===== src/rtl/saturn_bus_controller_pkg.sv =====
// saturn_bus_controller_pkg: shared bus-command codes, controller state encoding and address length
package saturn_bus_controller_pkg;

    typedef enum logic [3:0] {
        CMD_PC_READ     = 4'h0,
        CMD_DP_READ     = 4'h1,
        CMD_DP_WRITE    = 4'h2,
        CMD_READ_ID     = 4'h3,
        CMD_LOAD_PC     = 4'h4,
        CMD_LOAD_DP     = 4'h5,
        CMD_CONFIGURE   = 4'h6,
        CMD_UNCONFIGURE = 4'h7,
        CMD_POLL        = 4'h8,
        CMD_RESET       = 4'hF
    } bus_cmd_t;

    typedef enum logic [1:0] {
        ST_IDLE,
        ST_CMD,
        ST_ADDR,
        ST_READ
    } state_t;

    localparam int ADDR_NIBBLES = 5;

    function automatic bus_cmd_t read_cmd(input logic is_dp);
        return is_dp ? CMD_DP_READ : CMD_PC_READ;
    endfunction

    function automatic bus_cmd_t load_cmd(input logic is_dp);
        return is_dp ? CMD_LOAD_DP : CMD_LOAD_PC;
    endfunction

endpackage


===== src/rtl/saturn_bus_slot_timer.sv =====
// saturn_bus_slot_timer: free-running bus slot counter with phase-0 flag and early strobe enable
module saturn_bus_slot_timer #(
    parameter int BUS_DIV = 4
) (
    input  logic i_clk,
    input  logic i_reset_n,
    output logic o_phase_0,
    output logic o_strobe_next
);

    localparam int CW = $clog2(BUS_DIV);

    logic [CW-1:0] ctr;

    // slot counter wraps 0..BUS_DIV-1 forever, independent of controller state
    always_ff @(posedge i_clk or negedge i_reset_n) begin
        if (!i_reset_n)
            ctr <= '0;
        else
            ctr <= (ctr == CW'(BUS_DIV - 1)) ? '0 : ctr + 1'b1;
    end

    assign o_phase_0     = ctr == '0;
    // one cycle ahead of the strobe slot so the strobe itself can leave a register
    assign o_strobe_next = ctr == CW'(BUS_DIV - 2);

endmodule


===== src/rtl/saturn_bus_controller.sv =====
// saturn_bus_controller: CPU read requests to nibble-serial Saturn bus sequences with PC/DP shadowing
module saturn_bus_controller
    import saturn_bus_controller_pkg::*;
#(
    parameter int BUS_DIV      = 4,
    parameter int MAX_CNT_BITS = 4
) (
    input  logic                    i_clk,
    input  logic                    i_reset_n,
    input  logic                    i_req_valid,
    input  logic                    i_req_is_dp,
    input  logic [19:0]             i_req_addr,
    input  logic [MAX_CNT_BITS-1:0] i_req_cnt,
    output logic                    o_req_ready,
    output logic                    o_rd_valid,
    output logic [3:0]              o_rd_nibble,
    output logic                    o_rd_last,
    output logic                    o_bus_clk_en,
    output logic                    o_bus_is_data,
    output logic [3:0]              o_bus_nibble_out,
    input  logic [3:0]              i_bus_nibble_in,
    output logic                    o_phase_0
);

    logic                    strobe_next;
    state_t                  state;
    bus_cmd_t                cmd;
    bus_cmd_t                last_cmd;
    logic                    is_dp;
    logic [19:0]             addr;
    logic [MAX_CNT_BITS-1:0] rem;
    logic [2:0]              idx;
    logic [19:0]             shadow_pc;
    logic [19:0]             shadow_dp;
    logic                    shadow_valid;
    logic                    samp;
    logic                    samp_last;
    logic                    hit;

    saturn_bus_slot_timer #(.BUS_DIV(BUS_DIV)) u_timer (
        .i_clk         (i_clk),
        .i_reset_n     (i_reset_n),
        .o_phase_0     (o_phase_0),
        .o_strobe_next (strobe_next)
    );

    // a request hits when the slave's pointer for that stream already sits at the start address
    always_comb begin
        hit = shadow_valid && (i_req_addr == (i_req_is_dp ? shadow_dp : shadow_pc));
    end

    // request acceptance, bus sequencing, read-data return and pointer shadowing
    always_ff @(posedge i_clk or negedge i_reset_n) begin
        if (!i_reset_n) begin
            state            <= ST_IDLE;
            cmd              <= CMD_RESET;
            last_cmd         <= CMD_RESET;
            is_dp            <= 1'b0;
            addr             <= '0;
            rem              <= '0;
            idx              <= '0;
            shadow_pc        <= '0;
            shadow_dp        <= '0;
            shadow_valid     <= 1'b0;
            samp             <= 1'b0;
            samp_last        <= 1'b0;
            o_req_ready      <= 1'b1;
            o_rd_valid       <= 1'b0;
            o_rd_nibble      <= '0;
            o_rd_last        <= 1'b0;
            o_bus_clk_en     <= 1'b0;
            o_bus_is_data    <= 1'b0;
            o_bus_nibble_out <= '0;
        end else begin
            o_bus_clk_en <= 1'b0;
            samp         <= 1'b0;
            samp_last    <= 1'b0;
            o_rd_valid   <= samp;
            o_rd_last    <= samp_last;
            if (samp)
                o_rd_nibble <= i_bus_nibble_in;
            if (state != ST_IDLE && strobe_next) begin
                o_bus_clk_en     <= 1'b1;
                o_bus_is_data    <= state != ST_CMD;
                o_bus_nibble_out <= (state == ST_CMD) ? cmd :
                                    (state == ST_ADDR) ? 4'(addr >> {idx, 2'b00}) : 4'h0;
            end
            case (state)
                ST_IDLE: begin
                    if (i_req_valid && o_req_ready) begin
                        is_dp       <= i_req_is_dp;
                        addr        <= i_req_addr;
                        rem         <= i_req_cnt;
                        o_req_ready <= 1'b0;
                        cmd         <= hit ? read_cmd(i_req_is_dp) : load_cmd(i_req_is_dp);
                        state       <= (hit && last_cmd == read_cmd(i_req_is_dp)) ? ST_READ : ST_CMD;
                    end
                end
                ST_CMD: begin
                    if (o_bus_clk_en) begin
                        last_cmd <= cmd;
                        idx      <= '0;
                        state    <= (cmd == CMD_LOAD_PC || cmd == CMD_LOAD_DP) ? ST_ADDR : ST_READ;
                    end
                end
                ST_ADDR: begin
                    if (o_bus_clk_en) begin
                        idx <= idx + 1'b1;
                        // the slave switches itself to the read command after the last address nibble
                        if (idx == 3'(ADDR_NIBBLES - 1)) begin
                            state        <= ST_READ;
                            last_cmd     <= read_cmd(is_dp);
                            shadow_valid <= 1'b1;
                            if (is_dp)
                                shadow_dp <= addr;
                            else
                                shadow_pc <= addr;
                        end
                    end
                end
                ST_READ: begin
                    if (o_bus_clk_en) begin
                        samp      <= 1'b1;
                        samp_last <= rem == '0;
                        rem       <= rem - 1'b1;
                        if (is_dp)
                            shadow_dp <= shadow_dp + 1'b1;
                        else
                            shadow_pc <= shadow_pc + 1'b1;
                        if (rem == '0) begin
                            state       <= ST_IDLE;
                            o_req_ready <= 1'b1;
                        end
                    end
                end
            endcase
        end
    end

endmodule


===== config.mk =====
export PLATFORM = sky130hd
export DESIGN_NAME = saturn_bus_controller
export DESIGN_NICKNAME = d
export VERILOG_FILES = /design/src/rtl/saturn_bus_controller_pkg.sv /design/src/rtl/saturn_bus_slot_timer.sv /design/src/rtl/saturn_bus_controller.sv
export SDC_FILE = /design/constraint.sdc
export NUM_CORES = 1
export LEC_CHECK = 0
export BUFFER_PORTS_ARGS = -buffer_cell sky130_fd_sc_hd__clkbuf_2
export CAP_MARGIN = 20
export CORE_MARGIN = 1
export CORE_UTILIZATION = 54
export DETAILED_ROUTE_END_ITERATION = 10
export GPL_ROUTABILITY_DRIVEN = 0
export PLACE_DENSITY = 0.83
export SLEW_MARGIN = 15
export SYNTH_ARGS = -nofsm -noshare
export SYNTH_HDL_FRONTEND = slang
export SYNTH_SLANG_ARGS = --single-unit

===== constraint.sdc =====
create_clock -name i_clk -period 2.1 [get_ports i_clk]
set_input_delay 0.42 -clock i_clk [delete_from_list [all_inputs] [get_ports i_clk]]
set_output_delay 0.42 -clock i_clk [all_outputs]
set_load 0.005 [all_outputs]

# == Yosys cells after proc, flatten, opt, wreduce, memory -nomap -nowiden ==
# Cells that the tools add are included.
# word_totals
ff_bits,96
in_bits,32
output_inout_bits,14
elab_cells,116
# classes
addsub,5
n_eq_ne,21
shift,1
mux,48
n_reduce_logical,21
# op_table
op,n
2-to-1 mux 20 bit,11
case mux 20 bit (2 select lines),2
adder 20 x 1 -> 20 bit (second input constant),2
2-to-1 mux 4 bit,8
equality test 20 bit,1
right shift 20 x 5 -> 4 bit,1
inequality test 2 bit (second input constant),9
AND reduction 6 bit,3
2-to-1 mux 2 bit,8
case mux 4 bit (2 select lines),2
2-to-1 mux 1 bit,12
AND reduction 3 bit,3
equality test 2 bit (second input constant),4
equality test 4 x 3 -> 1 bit (second input constant),2
case mux 2 bit (4 select lines),1
AND reduction 4 bit,2
nonzero test 2 bit,4
2-to-1 mux 3 bit,2
case mux 3 bit (2 select lines),1
equality test 4 x 1 -> 1 bit,1
logical AND 1 bit,4
zero test 2 bit,2
zero test 4 bit,1
inequality test 2 x 1 -> 1 bit (second input constant),2
8 further kinds,8

# == Depth between registers and ports, before layout ==
# Gate-level depths: netlist of run 1.
# depth
word_depth,7
depth_mapped,11
mapped_depth_nobuf,7

# == By module ==
# From an unflattened synthesis of run 1, not the netlist that was laid out.
# hier_totals
cells_unflattened,564
area_unflattened_um2,5475.3
# modules_own_cells
module,instances,cells_per_inst,area_per_inst_um2,seq_area_each_um2
saturn_bus_controller,1,556,5376.4,2311.0
saturn_bus_slot_timer,1,8,98.8,50.0

# == Least setup slack after synthesis of run 1 ==
# No wires, ideal clock.
# synth_timing
path_type,flip-flop to flip-flop
startpoint,register idx[1]
endpoint,register shadow_dp[11]
setup_time_ns,0.077
arrival_time_ns,1.983
t_required_ns,2.023
slack_ns,0.040
path_stages_with_launch,12
path_buffers,4
synth_period_minus_slack_ns,2.060
path_cell_list,dfrtp_1 -> clkbuf_1 -> inv_1 -> ha_1 -> and3_1 -> o211a_1 -> buf_2 -> nand2b_1 -> buf_2 -> buf_2 -> o22ai_1 -> a21oi_1
# synth_between
elab_chain_cells,3
# synth_lines
element,line,rtl
start: declaration,saturn_bus_controller.sv:32,logic [2:0] idx;
start signal: assignment,saturn_bus_controller.sv:108,idx <= idx + 1'b1;
equality test 3 bit,saturn_bus_controller.sv:110,if (idx == 3'(ADDR_NIBBLES - 1)) begin
inequality test 2 x 1 -> 1 bit (no line),n/a,
AND reduction 6 bit (no line),n/a,
end signal: assignment,saturn_bus_controller.sv:115,shadow_dp <= addr;
end signal: assignment,saturn_bus_controller.sv:127,shadow_dp <= shadow_dp + 1'b1;
end: declaration,saturn_bus_controller.sv:34,logic [19:0] shadow_dp;
# Every way passes these cells.
# A chain may end at the register's enable or synchronous reset.

# == Worst setup path after layout of run 1 ==
# layout_timing
startpoint,register state[0]
endpoint,register shadow_pc[9]
# layout_between
elab_chain_cells,3
word_cells_on_any_way,10
cone_classes,eq/ne (7); mux (1); reduce/logical (2)
# layout_lines
element,line,rtl
start: declaration,saturn_bus_controller.sv:26,state_t state;
start signal: assignment,saturn_bus_controller.sv:96,state <= (hit && last_cmd == read_cmd(i_req_is_dp)) ? ST_READ : ST_CMD;
start signal: assignment,saturn_bus_controller.sv:103,state <= (cmd == CMD_LOAD_PC || cmd == CMD_LOAD_DP) ? ST_ADDR : ST_READ;
equality test 2 bit,saturn_bus_controller.sv:88,case (state)
"inequality test 2 bit (no line), or another cell as far along",n/a,
AND reduction 6 bit (no line),n/a,
end signal: assignment,saturn_bus_controller.sv:117,shadow_pc <= addr;
end signal: assignment,saturn_bus_controller.sv:129,shadow_pc <= shadow_pc + 1'b1;
end: declaration,saturn_bus_controller.sv:33,logic [19:0] shadow_pc;
# Several ways; a longest one is shown, not always the timed one.

==> flow_metrics.py, run 1 <==
metrics = {
    "cts": {
        "cts_root_buffer": "clkbuf_8",
        "cts_max_path_buffers": 2,
        "htreeDepth": 3,
        "hold_buffers": 0,
        "worst_skew_pair.late_latency_ns": 0.37,
        "clkTransAtPathRegs_ns": 0.09,
        "cts_tree": "done",
        "cts_made_buffers": 9,
        "clock_sinks": 94,
    },
    "grt": {
        "grt_max_degree": 50,
        "grt_pass1_wl_um": 22700,
        "first_global_vias": 4688,
        "use_met1_pct": 35.7,
        "grt.met3_usage_pct": 4.10,
        "antenna_found_initial": 0,
        "top_usage_layer": "met2",
        "grt_usage_pct": 28.1,
        "grtUsageMet2_pct": 48.3,
        "overflow": 0,
    },
    "timing": {
        "finalHoldViolCount": 0,
        "skew_ns": 0.00898,
        "grt_setup_unrepaired": "yes",
        "post-route-min-period_ns": 2.09,
        "worst_slack_ns": 0.0100,
        "slew_violations": 0,
        "min_period_over_period_pct": 99.5,
        "setup_viol_count_final": 0,
        "fmax_mhz": 478,
        "relSlewSlack_pct": 64.0,
        "tightest_slew_ns": 0.538,
        "tns_ns": 0,
    },
    "critical_path": {
        "required_ns": 2.32,
        "r2r_end": "shadow_pc[9]",
        "critPathKind": "register to register",
        "timing.rr.start": "state[0]",
        "cp_data_arrival_time_ns": 2.31,
        "r2r_setup_slack_ns": 0.01,
        "end_kind": "register",
        "r2r_cells": 8,
        "path_max_fanout": 19,
        "cp-start-kind": "register",
    },
    "yosys": {
        "synth_area_leader_cell": "dfrtp_1",
        "syn-num-nets": 605,
        "synth.most_common_cell": "dfrtp_1",
        "synth.distinct_cells": 49,
        "synth_top_area_share_pct": 40.0,
        "synth-seq-area-share_pct": 43.3,
        "synth_area_leaders": "dfrtp_1 (40%), mux2i_1 (5.9%), mux2_2 (5.8%)",
        "synth_seq_cells": 94,
        "syn_inst": 561,
        "async_flop_share_pct": 100,
        "ys_warn_count": 0,
        "synth_common_cells": "dfrtp_1 (87), o21ai_0 (47), nand3_1 (42), a21oi_1 (41), o22ai_1 (36)",
        "synth_edf_count": 0,
        "synthFlopType": "dfrtp_1",
        "syn_area_per_cell_um2": 9.71,
        "synth_area_um2": 5450,
    },
    "cells_and_area": {
        "synthToLayoutAreaGrowth_pct": 12.7,
        "nets": 658,
        "antenna_cells": 0,
        "drive_above_1_share_pct": 22.5,
        "n_fill_cell": 829,
    },
    "min_path": {
        "hold_path_class": "primary input to async pin",
    },
    "die": {
        "io_pins": 46,
        "start_util_pct": 55.7,
        "die-area_um2": 10500,
        "die_height_um": 102,
        "die_x_um": 102,
        "fp.coreArea_um2": 9770,
        "rows": 36,
    },
    "place": {
        "dp_hpwl_um": 10000,
        "portBuffers": 45,
        "dp_slack_ns": -0.0558,
    },
    "pwr": {
        "vdd_drop_max_uv": 677,
        "p_int_mw": 4.47,
        "p_comb_share_pct": 38.2,
        "leakage_nw": 2.73,
        "powerDensity_nw_per_um2": 1220,
        "p_sw_share_pct": 40.4,
        "switching_power_mw": 3.03,
        "p_clk_share_pct": 15.3,
        "power_frac_seq_pct": 46.5,
    },
    "drt": {
        "ant_nets": 0,
        "drt_iter0_drc": 402,
        "wirelength_um": 13800,
        "first_pass_iters": 5,
        "drc_errors": 0,
        "num_vias": 4731,
        "drt-wirelength-per-cell_um": 18.3,
        "viasPerCell": 6.29,
    },
    "status": {
        "status": "finished, final reports clean",
    },
    "run": {
        "drv_cap": 0,
    },
}
[layout make-up]
cell class / count / area, µm² / area share [%]
Sequential cell: 94 / 2360 / 38.5
Multi-Input combinational cell: 408 / 2830 / 46.1
Inverter: 26 / 97.6 / 1.59
Timing Repair Buffer: 75 / 498 / 8.11
Tap cell: 133 / 166 / 2.71
Clock buffer: 12 / 155 / 2.53
Clock inverter: 4 / 31.3 / 0.510
[power by group through the flow]
stage | Sequential, mW | Combinational (mW) | Clock, mW
global route | 3.57 | 3.17 | 1.23
finish | 3.49 | 2.86 | 1.14
CTS | 3.43 | 2.85 | 1.16
floorplan | 3.13 | 2.10 | 0
detailed placement | 3.46 | 2.82 | 0
global placement | 3.42 | 2.68 | 0
[metal layers]
layer / vias to the layer above / wire [µm]
met4: 0 / 408
met3: 42 / 876
met1: 2289 / 5730
met5: - / 0
met2: 239 / 6780
li1: 2161 / -
[stage by stage]
stage                     instances  hold WS (ns)  util (%)  power (mW)  cell area [µm²]
after floorplan                 561         0.124         -        5.23             5450
after global placement          736         0.337      60.8        6.10             5940
after detailed placement        736         0.343      60.8        6.28             5940
after CTS                       752        0.0187      62.8        7.45             6130
after global routing            752        0.0317      62.8        7.96             6140
final                           752       0.00656      62.8        7.49             6140
[sequential cells by signal, indices dropped and copies added, names as in the netlist, 2 cells and up]
name              cells
addr                 20
shadow_dp            20
shadow_pc            20
o_bus_nibble_out      4
o_rd_nibble           4
rem                   4
cmd                   3
idx                   3
last_cmd              3
state                 2
u_timer.ctr           2
[repair_timing]
action / CTS / global route
buffers inserted: 0 / 0
gates resized for setup: 3 / 1
setup endpoints to repair: 4 / 22
[how the worst max path moves through the flow]
| stage | to | slack (ns) | from |
|---|---|---|---|
| after global routing | shadow_dp[6] | -0.08 | state[0] |
| final | shadow_pc[9] | 0.01 | state[0] |
| after CTS | shadow_pc[9] | 0.04 | state[0] |
| after detailed placement | cmd[2] | -0.06 | i_req_is_dp |
| after floorplan | shadow_dp[11] | 0.04 | idx[1] |
| after global placement | cmd[2] | 0.07 | i_req_is_dp |
[cell families (layout without fill, tap and decap cells)]
kind of cell             Yosys count  count (layout)  share of synthesized area [%]
AO/OA/AOI/OAI                    148             148                           15.8
XOR/XNOR                          21              21                           3.38
adder cells (fa/ha/maj)           12              12                           2.76
buffers and inverters             59             117                           4.91
flip-flops                        94              94                           43.3
multiplexers                      64              64                           13.3
AND/OR/NAND/NOR                  163             163                           16.5
[cells in the final DEF, fill, tap and decap left out, drive strengths merged, types with 9 or more instances in the layout]
| cell | instances |
|---|---|
| and3 | 14 |
| inv | 27 |
| o22ai | 36 |
| o21ai | 47 |
| mux2i | 32 |
| ha | 12 |
| dfrtp | 87 |
| nor2b | 9 |
| a21oi | 41 |
| xnor2 | 20 |
| nand2 | 30 |
| buf | 31 |
| mux2 | 28 |
| clkbuf | 56 |
| nor2 | 17 |
| nand4 | 16 |
| nand3 | 43 |
[critical path, stage by stage, from the launching register on]
cell,delay (ns)
dfrtp_1,0.43
inv_1,0.12
ha_1,0.22
and3_1,0.25
o211a_1,0.32
buf_6,0.22
nand4_1,0.10
mux2i_1,0.17
a21oi_1,0.11
No activity file was read; power rests on OpenSTA's default activity.
==> run 2, diff against run 1 <==
--- a/config.mk
+++ b/config.mk
@@ -5,14 +5,15 @@
 export SDC_FILE = /design/constraint.sdc
 export NUM_CORES = 1
 export LEC_CHECK = 0
+export ABC_AREA = 1
 export BUFFER_PORTS_ARGS = -buffer_cell sky130_fd_sc_hd__clkbuf_2
 export CAP_MARGIN = 20
 export CORE_MARGIN = 1
-export CORE_UTILIZATION = 54
+export CORE_UTILIZATION = 55
 export DETAILED_ROUTE_END_ITERATION = 10
 export GPL_ROUTABILITY_DRIVEN = 0
-export PLACE_DENSITY = 0.83
-export SLEW_MARGIN = 15
+export PLACE_DENSITY = 0.84
+export SLEW_MARGIN = 20
 export SYNTH_ARGS = -nofsm -noshare
 export SYNTH_HDL_FRONTEND = slang
 export SYNTH_SLANG_ARGS = --single-unit
==> flow_metrics.py, run 2 <==
metrics = {
    "status": {
        "status": "finished, final reports clean",
    },
    "timing": {
        "slew_violations": 0,
        "fmax_mhz": 523,
        "relSlewSlack_pct": 73.3,
        "skew_ns": 0.0129,
        "post-route-min-period_ns": 1.91,
        "setup_viol_count_final": 0,
        "hold-worst-slack_ns": 0.258,
        "tightest_slew_ns": 0.399,
        "finalHoldViolCount": 0,
        "grt_setup_unrepaired": "no",
        "tns_ns": 0,
        "min_period_over_period_pct": 91.0,
    },
    "place": {
        "portBuffers": 45,
        "dp_hpwl_um": 11700,
        "dp.cells": 984,
    },
    "drt": {
        "wirelength_um": 15600,
        "first_pass_iters": 6,
        "drt_iter0_drc": 532,
        "drc_errors": 0,
        "ant_nets": 0,
        "num_vias": 5758,
        "drt-wirelength-per-cell_um": 15.6,
        "viasPerCell": 5.75,
    },
    "pwr": {
        "vdd_drop_max_uv": 324,
        "finalPower_mw": 3.35,
        "leakage_nw": 3.19,
        "powerDensity_nw_per_um2": 522,
    },
    "yosys": {
        "synth_seq_cells": 94,
        "synth-seq-area-share_pct": 40.7,
        "syn-num-nets": 858,
        "syn_area_per_cell_um2": 7.14,
        "synthFlopType": "dfrtp_1",
        "synth_edf_count": 0,
        "ys_warn_count": 0,
        "async_flop_share_pct": 100,
        "syn_inst": 814,
        "synth_common_cells": "nand2_1 (256), inv_1 (98), dfrtp_1 (87), o21ai_0 (77), nor2_1 (71)",
        "synth.most_common_cell": "nand2_1",
        "synth_area_leader_cell": "dfrtp_1",
        "synth.distinct_cells": 47,
        "synth_top_area_share_pct": 37.5,
        "synth_area_leaders": "dfrtp_1 (37%), nand2_1 (17%), o21ai_0 (6.6%)",
        "synth_area_um2": 5810,
    },
    "cells_and_area": {
        "drive_above_1_share_pct": 13.3,
        "reg.largest.list": "addr (20), shadow_dp (20), shadow_pc (20)",
        "stdcell_count": 1002,
        "antenna_cells": 0,
        "nets": 905,
        "final_util_pct": 62.5,
        "synthToLayoutAreaGrowth_pct": 10.7,
        "final_common_cell": "nand2_1",
        "final_cell_mix": "nand2_1 (256), inv_1 (97), dfrtp_1 (87), o21ai_0 (77), nor2_1 (71)",
    },
    "die": {
        "die_x_um": 105,
        "io_pins": 46,
        "die_height_um": 105,
        "die-area_um2": 11000,
        "start_util_pct": 56.5,
        "rows": 37,
        "fp.coreArea_um2": 10300,
    },
    "critical_path": {
        "cp-start-kind": "register",
        "timing.rr.start": "state[0]",
        "path_max_fanout": 12,
        "r2r_setup_slack_ns": 0.19,
        "critPathKind": "register to register",
        "end_kind": "register",
        "r2r_end": "addr[1]",
        "cp_data_arrival_time_ns": 2.17,
        "required_ns": 2.36,
        "r2r_cells": 8,
    },
    "grt": {
        "overflow": 0,
        "grt_pass1_wl_um": 25600,
        "grt_max_degree": 53,
        "grt_usage_pct": 30.1,
        "first_global_vias": 5186,
        "antenna_found_initial": 0,
    },
    "cts": {
        "clkTransAtPathRegs_ns": 0.10,
        "cts_root_buffer": "clkbuf_8",
        "worst_skew_pair.late_latency_ns": 0.38,
        "cts_tree": "done",
        "cts_made_buffers": 9,
        "cts_max_path_buffers": 2,
        "htreeDepth": 3,
        "clock_sinks": 94,
    },
    "min_path": {
        "min_path_cells": 2,
        "hold_path_end": "o_rd_nibble[0]",
        "hold_path_class": "primary input to register",
        "hp-start": "i_bus_nibble_in[0]",
    },
    "run": {
        "drv_cap": 0,
    },
}
==> run 2: where the power goes <==
part | switching, mW | leakage (nW) | internal, mW | total (mW)
Sequential | 0.0192 | 1.23 | 1.84 | 1.85
Clock | 0.709 | 0.0931 | 0.560 | 1.27
Combinational | 0.158 | 1.87 | 0.0730 | 0.231
Total | 0.886 | 3.19 | 2.47 | 3.35
==> run 2: worst max path at each step <==
stage / from / to / cells after the start
6_report: state[0] / addr[1] / 8
5_1_grt: idx[1] / shadow_dp[5] / 10
4_1_cts: state[0] / addr[1] / 8
3_5_place_dp: state[0] / addr[1] / 8
3_3_place_gp: idx[1] / shadow_dp[5] / 10
2_1_floorplan: idx[1] / shadow_pc[16] / 10
==> run 2: worst max-delay path, cell delays in order, from the launching register on <==
cell	delay [ns]
dfrtp_1	0.42
inv_1	0.12
ha_1	0.21
inv_1	0.12
nor3_2	0.24
buf_4	0.23
clkinvlp_4	0.23
nand2_1	0.13
o21ai_0	0.09
==> run 2: layout make-up <==
| class | instances | area (µm²) |
|---|---|---|
| clock inverters | 6 | 71.3 |
| flip-flops and latches | 94 | 2360 |
| clock buffers | 10 | 128 |
| fillers | 942 | 3850 |
| inverters | 103 | 390 |
| multi-input cells | 591 | 2920 |
| repair buffers | 61 | 375 |
| well taps | 136 | 170 |
| repair inverters | 1 | 7.51 |
==> run 2: through the flow <==
step	area, µm²	setup WS, ns
finish	6430	0.189
detailed placement	6210	0.170
global placement	6210	0.259
floorplan	5810	0.420
global route	6430	0.0352
CTS	6420	0.141
==> run 2: timing repair <==
action / CTS / global route
endpoints found under the setup margin: 0 / 7
setup buffers: 0 / 0
resized for setup: 0 / 2
hold buffers: 1 / 0
endpoints found under the hold margin: 17 / 0
==> run 2: cell families (layout without fill, tap and decap cells) <==
| kind of cell | count (synthesis) | after routing | share of synthesized area (%) |
|---|---|---|---|
| AND/OR/NAND/NOR | 411 | 411 | 29.9 |
| adder cells (fa/ha/maj) | 12 | 12 | 2.59 |
| buffers and inverters | 129 | 181 | 9.00 |
| multiplexers | 4 | 4 | 0.775 |
| AO/OA/AOI/OAI | 152 | 152 | 15.3 |
| flip-flops | 94 | 94 | 40.7 |
| XOR/XNOR | 12 | 12 | 1.81 |
==> run 2: metal layers <==
metal | vias to the layer above | part of all wire (%) | global-route usage, %
met5 | - | 0 | 0
met4 | 0 | 3.1 | 13.1
met3 | 49 | 9.9 | 4.30
met2 | 319 | 44 | 45.8
met1 | 2672 | 43 | 42.9
li1 | 2718 | - | -
==> run 3, diff against run 2 <==
--- a/config.mk
+++ b/config.mk
@@ -6,13 +6,14 @@
 export NUM_CORES = 1
 export LEC_CHECK = 0
 export ABC_AREA = 1
-export BUFFER_PORTS_ARGS = -buffer_cell sky130_fd_sc_hd__clkbuf_2
 export CAP_MARGIN = 20
 export CORE_MARGIN = 1
-export CORE_UTILIZATION = 55
+export CORE_UTILIZATION = 51
+export CTS_BUF_LIST = sky130_fd_sc_hd__clkbuf_16
 export DETAILED_ROUTE_END_ITERATION = 10
+export DONT_BUFFER_PORTS = 1
 export GPL_ROUTABILITY_DRIVEN = 0
-export PLACE_DENSITY = 0.84
+export PLACE_DENSITY = 0.76
 export SLEW_MARGIN = 20
 export SYNTH_ARGS = -nofsm -noshare
 export SYNTH_HDL_FRONTEND = slang
==> flow_metrics.py, run 3 (synthesized netlist as in run 2, its figures left out) <==
metrics = {
    "grt": {
        "antenna_found_initial": 0,
        "use_met1_pct": 37.7,
        "top_usage_layer": "met2",
        "grtUsageMet2_pct": 44.2,
        "first_global_vias": 5077,
        "grt_usage_pct": 28.7,
        "grt.met3_usage_pct": 6.81,
        "grt_pass1_wl_um": 25500,
        "grt_max_degree": 95,
        "overflow": 0,
    },
    "cells_and_area": {
        "final_cell_mix": "nand2_1 (256), inv_1 (98), dfrtp_1 (87), o21ai_0 (77), nor2_1 (71)",
        "final_common_cell": "nand2_1",
        "reg.largest.list": "addr (20), shadow_dp (20), shadow_pc (20)",
        "nets": 857,
        "n_fill_cell": 975,
        "seq_area_um2": 2360,
        "final_util_pct": 57.2,
        "multi_input_area_um2": 2920,
        "antenna_cells": 0,
        "drive_above_1_share_pct": 8.31,
        "synthToLayoutAreaGrowth_pct": 8.25,
    },
    "critical_path": {
        "r2r_setup_slack_ns": 0.20,
        "timing.rr.start": "state[0]",
        "critPathKind": "register to register",
        "r2r_end": "shadow_dp[2]",
        "path_max_fanout": 16,
        "r2r_cells": 8,
        "required_ns": 2.36,
        "cp-start-kind": "register",
        "cp_data_arrival_time_ns": 2.16,
        "end_kind": "register",
    },
    "timing": {
        "post-route-min-period_ns": 1.90,
        "hold-worst-slack_ns": -0.245,
        "grt_setup_unrepaired": "no",
        "relSlewSlack_pct": 51.5,
        "skew_ns": 0.00567,
        "worst_slack_ns": 0.198,
        "slew_violations": 0,
        "tightest_slew_ns": 0.727,
        "min_period_over_period_pct": 90.6,
        "fmax_mhz": 526,
        "tns_ns": 0,
        "setup_viol_count_final": 0,
        "finalHoldViolCount": 94,
    },
    "cts": {
        "worst_skew_pair.late_latency_ns": 0.35,
        "clock_sinks": 94,
        "clkTransAtPathRegs_ns": 0.07,
        "cts_root_buffer": "clkbuf_16",
        "htreeDepth": 3,
        "cts_setup_buffers": 0,
        "cts_resized": 0,
        "cts_made_buffers": 9,
        "cts_tree": "done",
        "cts_max_path_buffers": 2,
    },
    "pwr": {
        "leakage_nw": 3.05,
        "powerDensity_nw_per_um2": 602,
        "vdd_drop_max_uv": 522,
    },
    "die": {
        "rows": 38,
        "start_util_pct": 52.9,
        "fp.coreArea_um2": 11000,
        "die_height_um": 109,
        "die-area_um2": 11800,
        "die_x_um": 109,
        "io_pins": 46,
    },
    "drt": {
        "drt_iter0_drc": 473,
        "viasPerCell": 5.79,
        "first_pass_iters": 6,
        "wirelength_um": 16100,
        "num_vias": 5545,
        "drc_errors": 0,
        "ant_nets": 0,
        "drt-wirelength-per-cell_um": 16.8,
    },
    "place": {
        "dp_hpwl_um": 11900,
        "dp_slack_ns": 0.222,
        "portBuffers": 0,
    },
    "status": {
        "violations": "negative hold slack",
        "status": "finished with violations",
    },
    "run": {
        "drv_cap": 0,
    },
    "min_path": {
        "hold_path_class": "primary input to async pin",
    },
}
-- run 3: worst max-delay path by stage --
stage          slack, ns  cells past startpoint             to  startpoint
6_report            0.20                      8   shadow_dp[2]    state[0]
5_1_grt             0.03                      7        addr[7]    state[0]
2_1_floorplan       0.42                     10  shadow_pc[16]      idx[1]
3_5_place_dp        0.22                      6   shadow_dp[2]    state[1]
3_3_place_gp        0.28                      6   shadow_dp[3]    state[1]
4_1_cts             0.18                      6   shadow_dp[2]    state[1]
-- run 3: layout make-up --
type / instances / area share (%)
Timing Repair Buffer: 14 / 1.87
Clock buffer: 9 / 3.58
Clock inverter: 7 / 1.55
Multi-Input combinational cell: 591 / 46.5
Sequential cell: 94 / 37.6
Tap cell: 140 / 2.79
Inverter: 103 / 6.15
-- run 3: per-stage QoR --
| step | instances | hold WS, ns | power, mW | cell area, µm² |
|---|---|---|---|---|
| after floorplan | 814 | 0.124 | 1.99 | 5810 |
| after global placement | 942 | 0.127 | 2.02 | 5960 |
| after detailed placement | 942 | 0.126 | 2.02 | 5960 |
| after CTS | 958 | -0.255 | 3.80 | 6290 |
| after global routing | 958 | -0.261 | 3.90 | 6290 |
| final | 958 | -0.245 | 3.79 | 6290 |
-- run 3: layer usage --
| metal | part of all wire [%] | wire length, µm |
|---|---|---|
| met5 | 0 | 0 |
| met2 | 45 | 7200 |
| met3 | 9.7 | 1570 |
| met4 | 4.4 | 705 |
| met1 | 41 | 6620 |
-- run 3: where the power goes --
part           switching, mW  internal (mW)
combinational         0.0907         0.0455
clock                  0.745           1.05
sequential            0.0220           1.84
total                  0.858           2.93
-- run 3: worst max-delay path, cell delays in order, from the launching register on --
cell and delay, ns:
dfrtp_1 0.40, inv_1 0.10, ha_1 0.26, nand2_2 0.12
o21ai_2 0.09, nor3_4 0.24, buf_4 0.26, o21ai_0 0.12
a32oi_1 0.20
